`config.mk`:
```
export PLATFORM = sky130hd
export DESIGN_NAME = squash_io_adapter
export DESIGN_NICKNAME = d
export VERILOG_FILES = /design/src/rtl/squash_io_pkg.sv /design/src/rtl/io_sync_debounce.sv /design/src/rtl/squash_io_adapter.sv
export SDC_FILE = /design/constraint.sdc
export NUM_CORES = 1
export LEC_CHECK = 0
export ABC_AREA = 1
export CAP_MARGIN = 5
export CORE_MARGIN = 2
export CORE_UTILIZATION = 43
export CTS_CLUSTER_SIZE = 16
export DETAILED_ROUTE_END_ITERATION = 16
export HOLD_SLACK_MARGIN = 0.03
export PLACE_DENSITY = 0.81
export RECOVER_POWER = 25
export REMOVE_ABC_BUFFERS = 1
export SYNTH_ARGS = -nofsm -noshare
export SYNTH_HDL_FRONTEND = slang
export SYNTH_SLANG_ARGS = --single-unit
export TNS_END_PERCENT = 5
```
`constraint.sdc`:
```
create_clock -name clk -period 1.26 [get_ports clk]
set_input_delay 0.252 -clock clk [delete_from_list [all_inputs] [get_ports clk]]
set_output_delay 0.252 -clock clk [all_outputs]
set_load 0.03 [all_outputs]
```
`src/rtl/squash_io_pkg.sv`:
```
//==============================================================================
// Module      : squash_io_pkg
// Description : Shared FSM state type and GPIO pin-map helpers for the
//               squash IO adapter.
// Revision    : 1.0 - initial release
//==============================================================================
`default_nettype none

package squash_io_pkg;

   typedef enum logic [1:0] {
      WAIT_READY = 2'd0,
      HOLD       = 2'd1,
      DRIVE      = 2'd2
   } oeb_state_t;

   // Slice layout, LSB first: ext_reset_n, buttons, design outputs, debug pair.
   localparam int c_ext_reset_idx = 0;
   localparam int c_btn_lo        = 1;

   function automatic int out_lo(input int n_btn);
      return n_btn + 1;
   endfunction

   function automatic int dbg_reset_idx(input int n_btn, input int n_out);
      return n_btn + n_out + 1;
   endfunction

   function automatic int dbg_ready_idx(input int n_btn, input int n_out);
      return n_btn + n_out + 2;
   endfunction

   function automatic int io_width(input int n_btn, input int n_out);
      return n_btn + n_out + 3;
   endfunction

endpackage : squash_io_pkg

`default_nettype wire

```
`src/rtl/io_sync_debounce.sv`:
```
//==============================================================================
// Module      : io_sync_debounce
// Description : One input channel: SYNC_STAGES flop synchroniser followed by
//               an optional stable-count debouncer (DB_CYCLES = 0 bypasses it).
// Revision    : 1.0 - initial release
//==============================================================================
`default_nettype none

module io_sync_debounce #(
   parameter int   SYNC_STAGES = 2,
   parameter int   DB_CYCLES   = 4,
   parameter logic RESET_VAL   = 1'b1
) (
   input  logic clk,
   input  logic rst_n,
   input  logic i_din,
   output logic o_dout
);

   logic [SYNC_STAGES-1:0] r_chain;
   logic                   w_sync;

   always_ff @(posedge clk or negedge rst_n) begin
      if (!rst_n) begin
         r_chain <= {SYNC_STAGES{RESET_VAL}};
      end else begin
         r_chain <= {r_chain[SYNC_STAGES-2:0], i_din};
      end
   end

   assign w_sync = r_chain[SYNC_STAGES-1];

   generate
      if (DB_CYCLES == 0) begin : g_bypass
         assign o_dout = w_sync;
      end else begin : g_debounce
         localparam int c_cnt_w = (DB_CYCLES > 1) ? $clog2(DB_CYCLES) : 1;
         localparam logic [c_cnt_w-1:0] c_cnt_last = c_cnt_w'(DB_CYCLES - 1);

         logic               r_q;
         logic [c_cnt_w-1:0] r_cnt;

         // A change is accepted only after DB_CYCLES consecutive differing samples.
         always_ff @(posedge clk or negedge rst_n) begin
            if (!rst_n) begin
               r_q   <= RESET_VAL;
               r_cnt <= '0;
            end else if (w_sync == r_q) begin
               r_cnt <= '0;
            end else if (r_cnt == c_cnt_last) begin
               r_q   <= w_sync;
               r_cnt <= '0;
            end else begin
               r_cnt <= r_cnt + c_cnt_w'(1);
            end
         end

         assign o_dout = r_q;
      end
   endgenerate

endmodule : io_sync_debounce

`default_nettype wire

```
`src/rtl/squash_io_adapter.sv`:
```
//==============================================================================
// Module      : squash_io_adapter
// Description : Maps a game core's buttons and video/audio outputs onto a
//               contiguous GPIO slice with sync, debounce, reset stretch and
//               output-enable sequencing.
// Revision    : 1.0 - initial release
//==============================================================================
`default_nettype none

module squash_io_adapter
   import squash_io_pkg::*;
#(
   parameter int N_BTN        = 4,
   parameter int N_OUT        = 6,
   parameter int SYNC_STAGES  = 2,
   parameter int DB_CYCLES    = 4,
   parameter int RST_STRETCH  = 4,
   parameter bit OEB_IN_RESET = 1'b1,
   parameter int IO_W         = io_width(N_BTN, N_OUT)
) (
   input  logic             clk,
   input  logic             rst_n,
   input  logic [IO_W-1:0]  io_in,
   output logic [IO_W-1:0]  io_out,
   output logic [IO_W-1:0]  io_oeb,
   input  logic             gpio_ready,
   output logic [N_BTN-1:0] btn_n,
   input  logic [N_OUT-1:0] design_out,
   output logic             design_reset
);

   localparam int c_out_lo    = out_lo(N_BTN);
   localparam int c_dbg_reset = dbg_reset_idx(N_BTN, N_OUT);
   localparam int c_dbg_ready = dbg_ready_idx(N_BTN, N_OUT);
   localparam int c_str_w     = $clog2(RST_STRETCH + 1);
   localparam logic [c_str_w-1:0] c_str_max = c_str_w'(RST_STRETCH);

   logic               w_ext_sync;
   logic               w_ready_sync;
   logic               w_drive;
   logic               w_unused_io_in;
   logic [c_str_w-1:0] r_str_cnt;
   logic               r_design_reset;
   logic               r_ready_seen;
   oeb_state_t         r_state;
   oeb_state_t         w_state_next;

   // Pad bits at and above the design-output offset are outputs only.
   assign w_unused_io_in = ^io_in[IO_W-1:c_out_lo];

   io_sync_debounce #(
      .SYNC_STAGES (SYNC_STAGES),
      .DB_CYCLES   (0),
      .RESET_VAL   (1'b1)
   ) u_ext_sync (
      .clk    (clk),
      .rst_n  (rst_n),
      .i_din  (io_in[c_ext_reset_idx]),
      .o_dout (w_ext_sync)
   );

   io_sync_debounce #(
      .SYNC_STAGES (SYNC_STAGES),
      .DB_CYCLES   (0),
      .RESET_VAL   (1'b0)
   ) u_ready_sync (
      .clk    (clk),
      .rst_n  (rst_n),
      .i_din  (gpio_ready),
      .o_dout (w_ready_sync)
   );

   generate
      for (genvar gi = 0; gi < N_BTN; gi++) begin : g_btn
         io_sync_debounce #(
            .SYNC_STAGES (SYNC_STAGES),
            .DB_CYCLES   (DB_CYCLES),
            .RESET_VAL   (1'b1)
         ) u_btn (
            .clk    (clk),
            .rst_n  (rst_n),
            .i_din  (io_in[c_btn_lo + gi]),
            .o_dout (btn_n[gi])
         );
      end
   endgenerate

   // Stretch counter saturates at RST_STRETCH; any synced ext reset restarts it.
   always_ff @(posedge clk or negedge rst_n) begin
      if (!rst_n) begin
         r_str_cnt      <= '0;
         r_design_reset <= 1'b1;
      end else if (!w_ext_sync) begin
         r_str_cnt      <= '0;
         r_design_reset <= 1'b1;
      end else if (r_str_cnt != c_str_max) begin
         r_str_cnt <= r_str_cnt + c_str_w'(1);
         if (r_str_cnt == c_str_max - c_str_w'(1)) begin
            r_design_reset <= 1'b0;
         end
      end
   end

   always_ff @(posedge clk or negedge rst_n) begin
      if (!rst_n) begin
         r_state      <= WAIT_READY;
         r_ready_seen <= 1'b0;
      end else begin
         r_state <= w_state_next;
         if (w_ready_sync) begin
            r_ready_seen <= 1'b1;
         end
      end
   end

   always_comb begin
      w_state_next = r_state;
      case (r_state)
         WAIT_READY: begin
            if (w_ready_sync || r_ready_seen) begin
               w_state_next = HOLD;
            end
         end
         HOLD: begin
            if (!r_design_reset) begin
               w_state_next = DRIVE;
            end
         end
         DRIVE: begin
            if (r_design_reset && OEB_IN_RESET) begin
               w_state_next = HOLD;
            end
         end
         default: w_state_next = WAIT_READY;
      endcase
   end

   assign w_drive      = (r_state == DRIVE);
   assign design_reset = r_design_reset;

   always_comb begin
      io_out                       = '0;
      io_out[c_out_lo +: N_OUT]    = w_drive ? design_out : '0;
      io_out[c_dbg_reset]          = r_design_reset;
      io_out[c_dbg_ready]          = w_ready_sync;

      io_oeb                            = '0;
      io_oeb[c_ext_reset_idx +: N_BTN+1] = '1;
      io_oeb[c_out_lo +: N_OUT]         = {N_OUT{~w_drive}};
   end

endmodule : squash_io_adapter

`default_nettype wire

```
# Word-level counts from Yosys, hierarchy flattened
# Index checks and enable logic that the tools add are counted.
[classes]
n_mux = 18
n_addsub = 5
eq_ne = 17
bitwise_logic = 5
reduce_logical = 8
[ops]
columns = ["cell", "n"]
rows = [
  ["2-bit 2-to-1 mux", 11],
  ["2-bit == test (second input constant)", 5],
  ["2-bit AND reduction", 5],
  ["2-bit by 1-bit adder with 2-bit output (second input constant)", 4],
  ["2-bit inequality test (second input constant)", 4],
  ["3-bit 2-to-1 mux", 2],
  ["6-bit 2-to-1 mux", 1],
  ["2-bit one-hot mux with 3 select lines", 1],
  ["1-bit inverter", 5],
  ["1-bit == test", 4],
  ["3-bit by 1-bit adder with 3-bit output (second input constant)", 1],
  ["3-bit by 2-bit == test with 1-bit output (second input constant)", 1],
  ["1-bit 2-to-1 mux", 3],
  ["3-bit inequality test (second input constant)", 1],
  ["3-bit AND reduction", 1],
  ["2-bit by 1-bit == test with 1-bit output (second input constant)", 1],
  ["2-bit logical NOT", 1],
  ["2-bit by 1-bit inequality test with 1-bit output (second input constant)", 1],
  ["1-bit logical OR", 1],
]
[word_totals]
ff_bits = 31
wordCells = 71
input_bits = 22
output_inout_bits = 31

# Logic depth before layout (Yosys ltp)
[logic_depth]
word_depth = 4
mapped_depth = 6

# Modules after synthesis
# Synthesis repeated with hierarchy kept, for this count alone.
[unflattened]
hier_cells = 143
hier_area_um2 = 1378.8
[modules_own_cells]
columns = ["mod", "instances", "area_per_inst_um2", "seq_area_each_um2", "cells_each"]
rows = [
  ["io_sync_debounce (g_btn[0].u_btn ...)", 4, 186.4, 128.9, 17],
  ["squash_io_adapter", 1, 530.5, 176.4, 71],
  ["io_sync_debounce (u_ext_sync)", 1, 52.6, 52.6, 2],
  ["io_sync_debounce (u_ready_sync)", 1, 50.0, 50.0, 2],
]

# Least setup slack after synthesis
# OpenSTA, ideal clock, no wires.
[synth_timing]
kind = "register to output"
from = "register r_state[0]"
to = "output port io_out[10]"
arrival_ns = 1.110
path_slack_ns = -0.102
path_stages_with_launch = 4
cell_sequence = "dfrtp_1 > inv_1 > nand2_2 > nor2_1"
[synth_between]
elab_chain_len = 2
[synth_rtl]
columns = ["element", "line", "source"]
rows = [
  ["from (decl)", "squash_io_adapter.sv:45", "oeb_state_t r_state;"],
  ["from (signal assigned)", "squash_io_adapter.sv:109", "r_state <= w_state_next;"],
  ["2-bit == test", "squash_io_adapter.sv:138", "assign w_drive = (r_state == DRIVE);"],
  ["6-bit 2-to-1 mux", "squash_io_adapter.sv:143", "io_out[c_out_lo +: N_OUT] = w_drive ? design_out : '0;"],
  ["to (decl)", "squash_io_adapter.sv:24", "output logic [IO_W-1:0] io_out,"],
]
# No other way between the ends.

# Worst setup path after layout
[layout_timing]
from = "register r_state[0]"
to = "output port io_oeb[7]"
[layout_between]
elab_chain_len = 2
[layout_rtl]
columns = ["element", "line", "source"]
rows = [
  ["2-bit == test", "squash_io_adapter.sv:138", ""],
  ["1-bit inverter", "squash_io_adapter.sv:149", "io_oeb[c_out_lo +: N_OUT] = {N_OUT{~w_drive}};"],
  ["to (decl)", "squash_io_adapter.sv:25", "output logic [IO_W-1:0] io_oeb,"],
]
# No other way between the ends.

==> key figures <==
Status
  – Status: finished with violations
  – Failing checks: negative setup slack

Job
  – Max-Cap Viols: 0

Finish
  – Top library cells by usage in the layout, fill and taps aside: 21 x inv_1, 16 x dfrtp_1, 16 x buf_6
  – Number of nets in the finished design: 196
  – Leading cell type in the layout, fill and taps excluded: inv_1
  – Number of antenna repair diodes: 0
  – Ratio of cells with drive above 1 in the final layout: 33.93%
  – Syn-to-layout area delta: 26.22%

Timing
  – Fmax: just over 0.7 GHz
  – Setup TNS: -1.621 ns
  – RSZ-0062 raised after global routing: yes
  – Post-route minimum period: approximately 1.4 ns
  – Worst-case headroom to the max-slew limit: between 50% and 60%
  – Final setup violation count: 18
  – Max Slew Vio Count: 0
  – Slew at the pin closest to its max-slew limit: around 0.7 ns
  – Final number of hold-violating endpoints: 0
  – Crit path setup slack, layout: -0.1473 ns
  – Fraction of the cycle the final worst path needs: 111.7%
  – Worst clock skew on the final layout: 0.009150 ns

Pwr
  – Power per standard cell area: about 1800 mW/mm2
  – Worst vdd rail ir drop: 0.9993 mV
  – Comb pwr share: 35.2%
  – Internal power of the cells: between 2000 and 2500 uW
  – Leakage component of the power: 0.0008990 uW
  – Relative contribution of sequential cells to total power: between 40% and 50%
  – Clk pwr share: between 15 and 20%
  – Sw Ratio: 34.54%
  – Switch Pwr: 1095 uW

Placed design
  – Global placer's final weighted congestion: 0.6435
  – Placement Setup Slack: -0.02561 ns
  – IO buf count: 32
  – Placed wire-length estimate: around 1.6 mm

Setup path
  – Maximum fanout count along the critical path: 8
  – Master of the slowest instance on the critical path: dfrtp_1
  – Instance count on the critical path: 4
  – Number of buffers and inverters on the critical path: 3
  – Setup crit start: r_state[0]
  – CP top delay family: flip-flops
  – WP data arrival: 1.16 ns
  – Nature of the critical path endpoint: output port
  – Kind of start point of the critical path: register
  – Worst Setup Path Type: register to output port
  – Depth of the worst register-to-register path: 3
  – Launch point of the worst reg-to-reg path: g_btn[3].u_btn.g_debounce.r_cnt[0]
  – Critical Path RT: 1.01 ns
  – Critical path cell sequence: inv_2, nand2_4, buf_6, buf_6
  – Largest stage delay, worst path: ~0.40 ns
  – Most frequent cell on the critical path: buf_6

Detailed routing
  – Routed wire per std cell: 10.02 um
  – Number of DRC violations after detailed routing: 0
  – Drt first pass iters: 4
  – Average vias per placed instance: 4.274
  – DRC marker count from the first detailed-route iteration: 12
  – Number of nets with antenna violations after routing: 0
  – DRT Wirelength: 2.124 mm
  – Via count of the routed design: between 900 and 1000

CTS
  – Htree depth: 2
  – TritonCTS Buffers: 5
  – Number of buffers on the longest clock path: 2
  – Number of sinks handled by clock tree synthesis: 31
  – Clock Tree Root: clkbuf_4
  – Source-to-sink clock delay at the later pin of the worst-skew pair: 0.31 ns
  – CTS tree: built
  – Clock-pin slew on the worst setup and hold paths: 0.08 ns

Synth
  – Avg Inst Size Synth: 10.18 um2
  – Top area cells in the synthesized netlist: dfrtp_1 29%, dfstp_2 28%, buf_4 12%
  – Count of state elements after synthesis: 31
  – Post-synthesis sequential area ratio: 57.41%
  – Top FF cell, synth: dfrtp_1
  – Synth Instances: about 140
  – Mapped cell area: approximately 0.0014 mm2
  – Total of warnings raised by yosys: 0
  – Largest area contributor in the synthesized netlist: dfrtp_1
  – Number of synthesized flops with an enable pin: 0
  – Count of distinct cell types in the synthesized netlist: 16
  – Share of Yosys cell area claimed by the top area cell type: 28.93%
  – Ys async rst share: 100.0%

GRT
  – Global route total overflow: 0
  – Tot GR Track Use: 13.84%
  – Vias in the first global route: 925
  – Initial antenna violation count: 0
  – Pin count of the biggest net entering global routing: 32
  – Global-route wire length before repair: 3.732 mm

Floorplanning
  – Die W: slightly above 60 um
  – # rows: 20
  – Effective utilization at floorplan: 45.33%
  – Die outline height: 60.73 um
  – Count of pins on the block boundary: 53
  – Core region area: 0.003053 mm2
  – Die area: 0.003688 mm2

Worst hold path
  – Hold Path Class: register to register
  – Startpoint of the lowest-slack hold path: u_ext_sync.r_chain[0]
  – Instance count along the most critical hold path: 0
routing by layer:
metal / vias to the layer above / track usage, % / part of all wire (%)
met1: 428 / 13.19 / 36
met5: - / 0 / 0
met3: 2 / 4.691 / 9.0
li1: 433 / - / -
met2: 43 / 26.73 / 54
met4: 0 / 5.590 / 0.85
cell usage after synthesis (4+ instances only):
master,count
buf_4,23
inv_1,22
dfrtp_1,16
dfstp_2,15
nand2_1,15
nor2_1,15
ha_1,7
nand3_1,4
o21ai_0,4
or2_2,4
xnor2_1,4
cells by family (layout without fill, tap and decap cells):
kind of cell | count (synthesis) | count (layout) | share of synthesized area, %
buf+inv | 46 | 68 | 18.72
compound gates | 6 | 6 | 2.170
fa+ha+maj | 7 | 7 | 6.329
simple gates | 40 | 40 | 12.30
other cells | 2 | 12 | 0.5427
flops | 31 | 31 | 57.41
xor+xnor | 4 | 4 | 2.531
sequential cells by signal (all words and copies together), names as in the netlist:
| name | cells |
|---|---|
| g_btn.u_btn.g_debounce.r_cnt | 8 |
| u_ready_sync.r_chain | 2 |
| r_state | 2 |
| r_ready_seen | 1 |
| design_reset | 1 |
| g_btn.u_btn.r_chain | 8 |
| r_str_cnt | 3 |
| g_btn.u_btn.o_dout | 4 |
| u_ext_sync.r_chain | 2 |
cell type report:
class,instances,area [um2]
Fill cell,263,1306
Tap cell,44,55.05
Sequential cell,31,794.5
Inverter,23,86.33
Clock buffer,7,55.05
Multi-Input combinational cell,69,382.9
Clock inverter,1,5.005
Timing Repair Buffer,37,367.9
power by group through the flow:
stage          Combinational (uW)  Sequential, uW  Clock [uW]
5_1_grt                      1260            1520         657
4_1_cts                      1130            1490         598
2_1_floorplan                 561            1600           0
6_report                     1120            1490         569
3_5_place_dp                 1040            1490           0
3_3_place_gp                  951            1460           0
worst reg2reg max path, stage by stage, from the launching register on:
cell and delay, ns:
dfrtp_1 0.39, ha_1 0.23, or2_2 0.30, nor2_1 0.13
worst paths after layout:
kind                       slack (ns)                                 end
min                              0.36               u_ext_sync.r_chain[1]
max                             -0.15                           io_oeb[7]
min reg2reg                      0.36               u_ext_sync.r_chain[1]
max in group asynchronous        0.29                        r_str_cnt[0]
max reg2reg                      0.15  g_btn[3].u_btn.g_debounce.r_cnt[0]
min in group asynchronous        0.50             u_ready_sync.r_chain[0]
through the flow:
stage          total power [uW]  cells  hold WS, ns  utilization [%]  area (um2)
2_1_floorplan              2160    123     -0.04359                -        1249
3_5_place_dp               2527    200       0.3472            52.30        1597
6_report                   3171    212       0.3578            57.21        1747
5_1_grt                    3436    212       0.3651            57.21        1747
3_3_place_gp               2407    200       0.3457            52.30        1597
4_1_cts                    3213    211       0.2720            57.25        1748
what timing repair did:
item | CTS | global route
buffers inserted | 3 | 1
pin swaps | 1 | 1
gates cloned | 0 | 0
hold buffers | 0 | 0
resized for setup | 22 | 2
endpoints found under the setup margin | 18 | 18
Note: power is estimated with default switching activity, not from simulation.
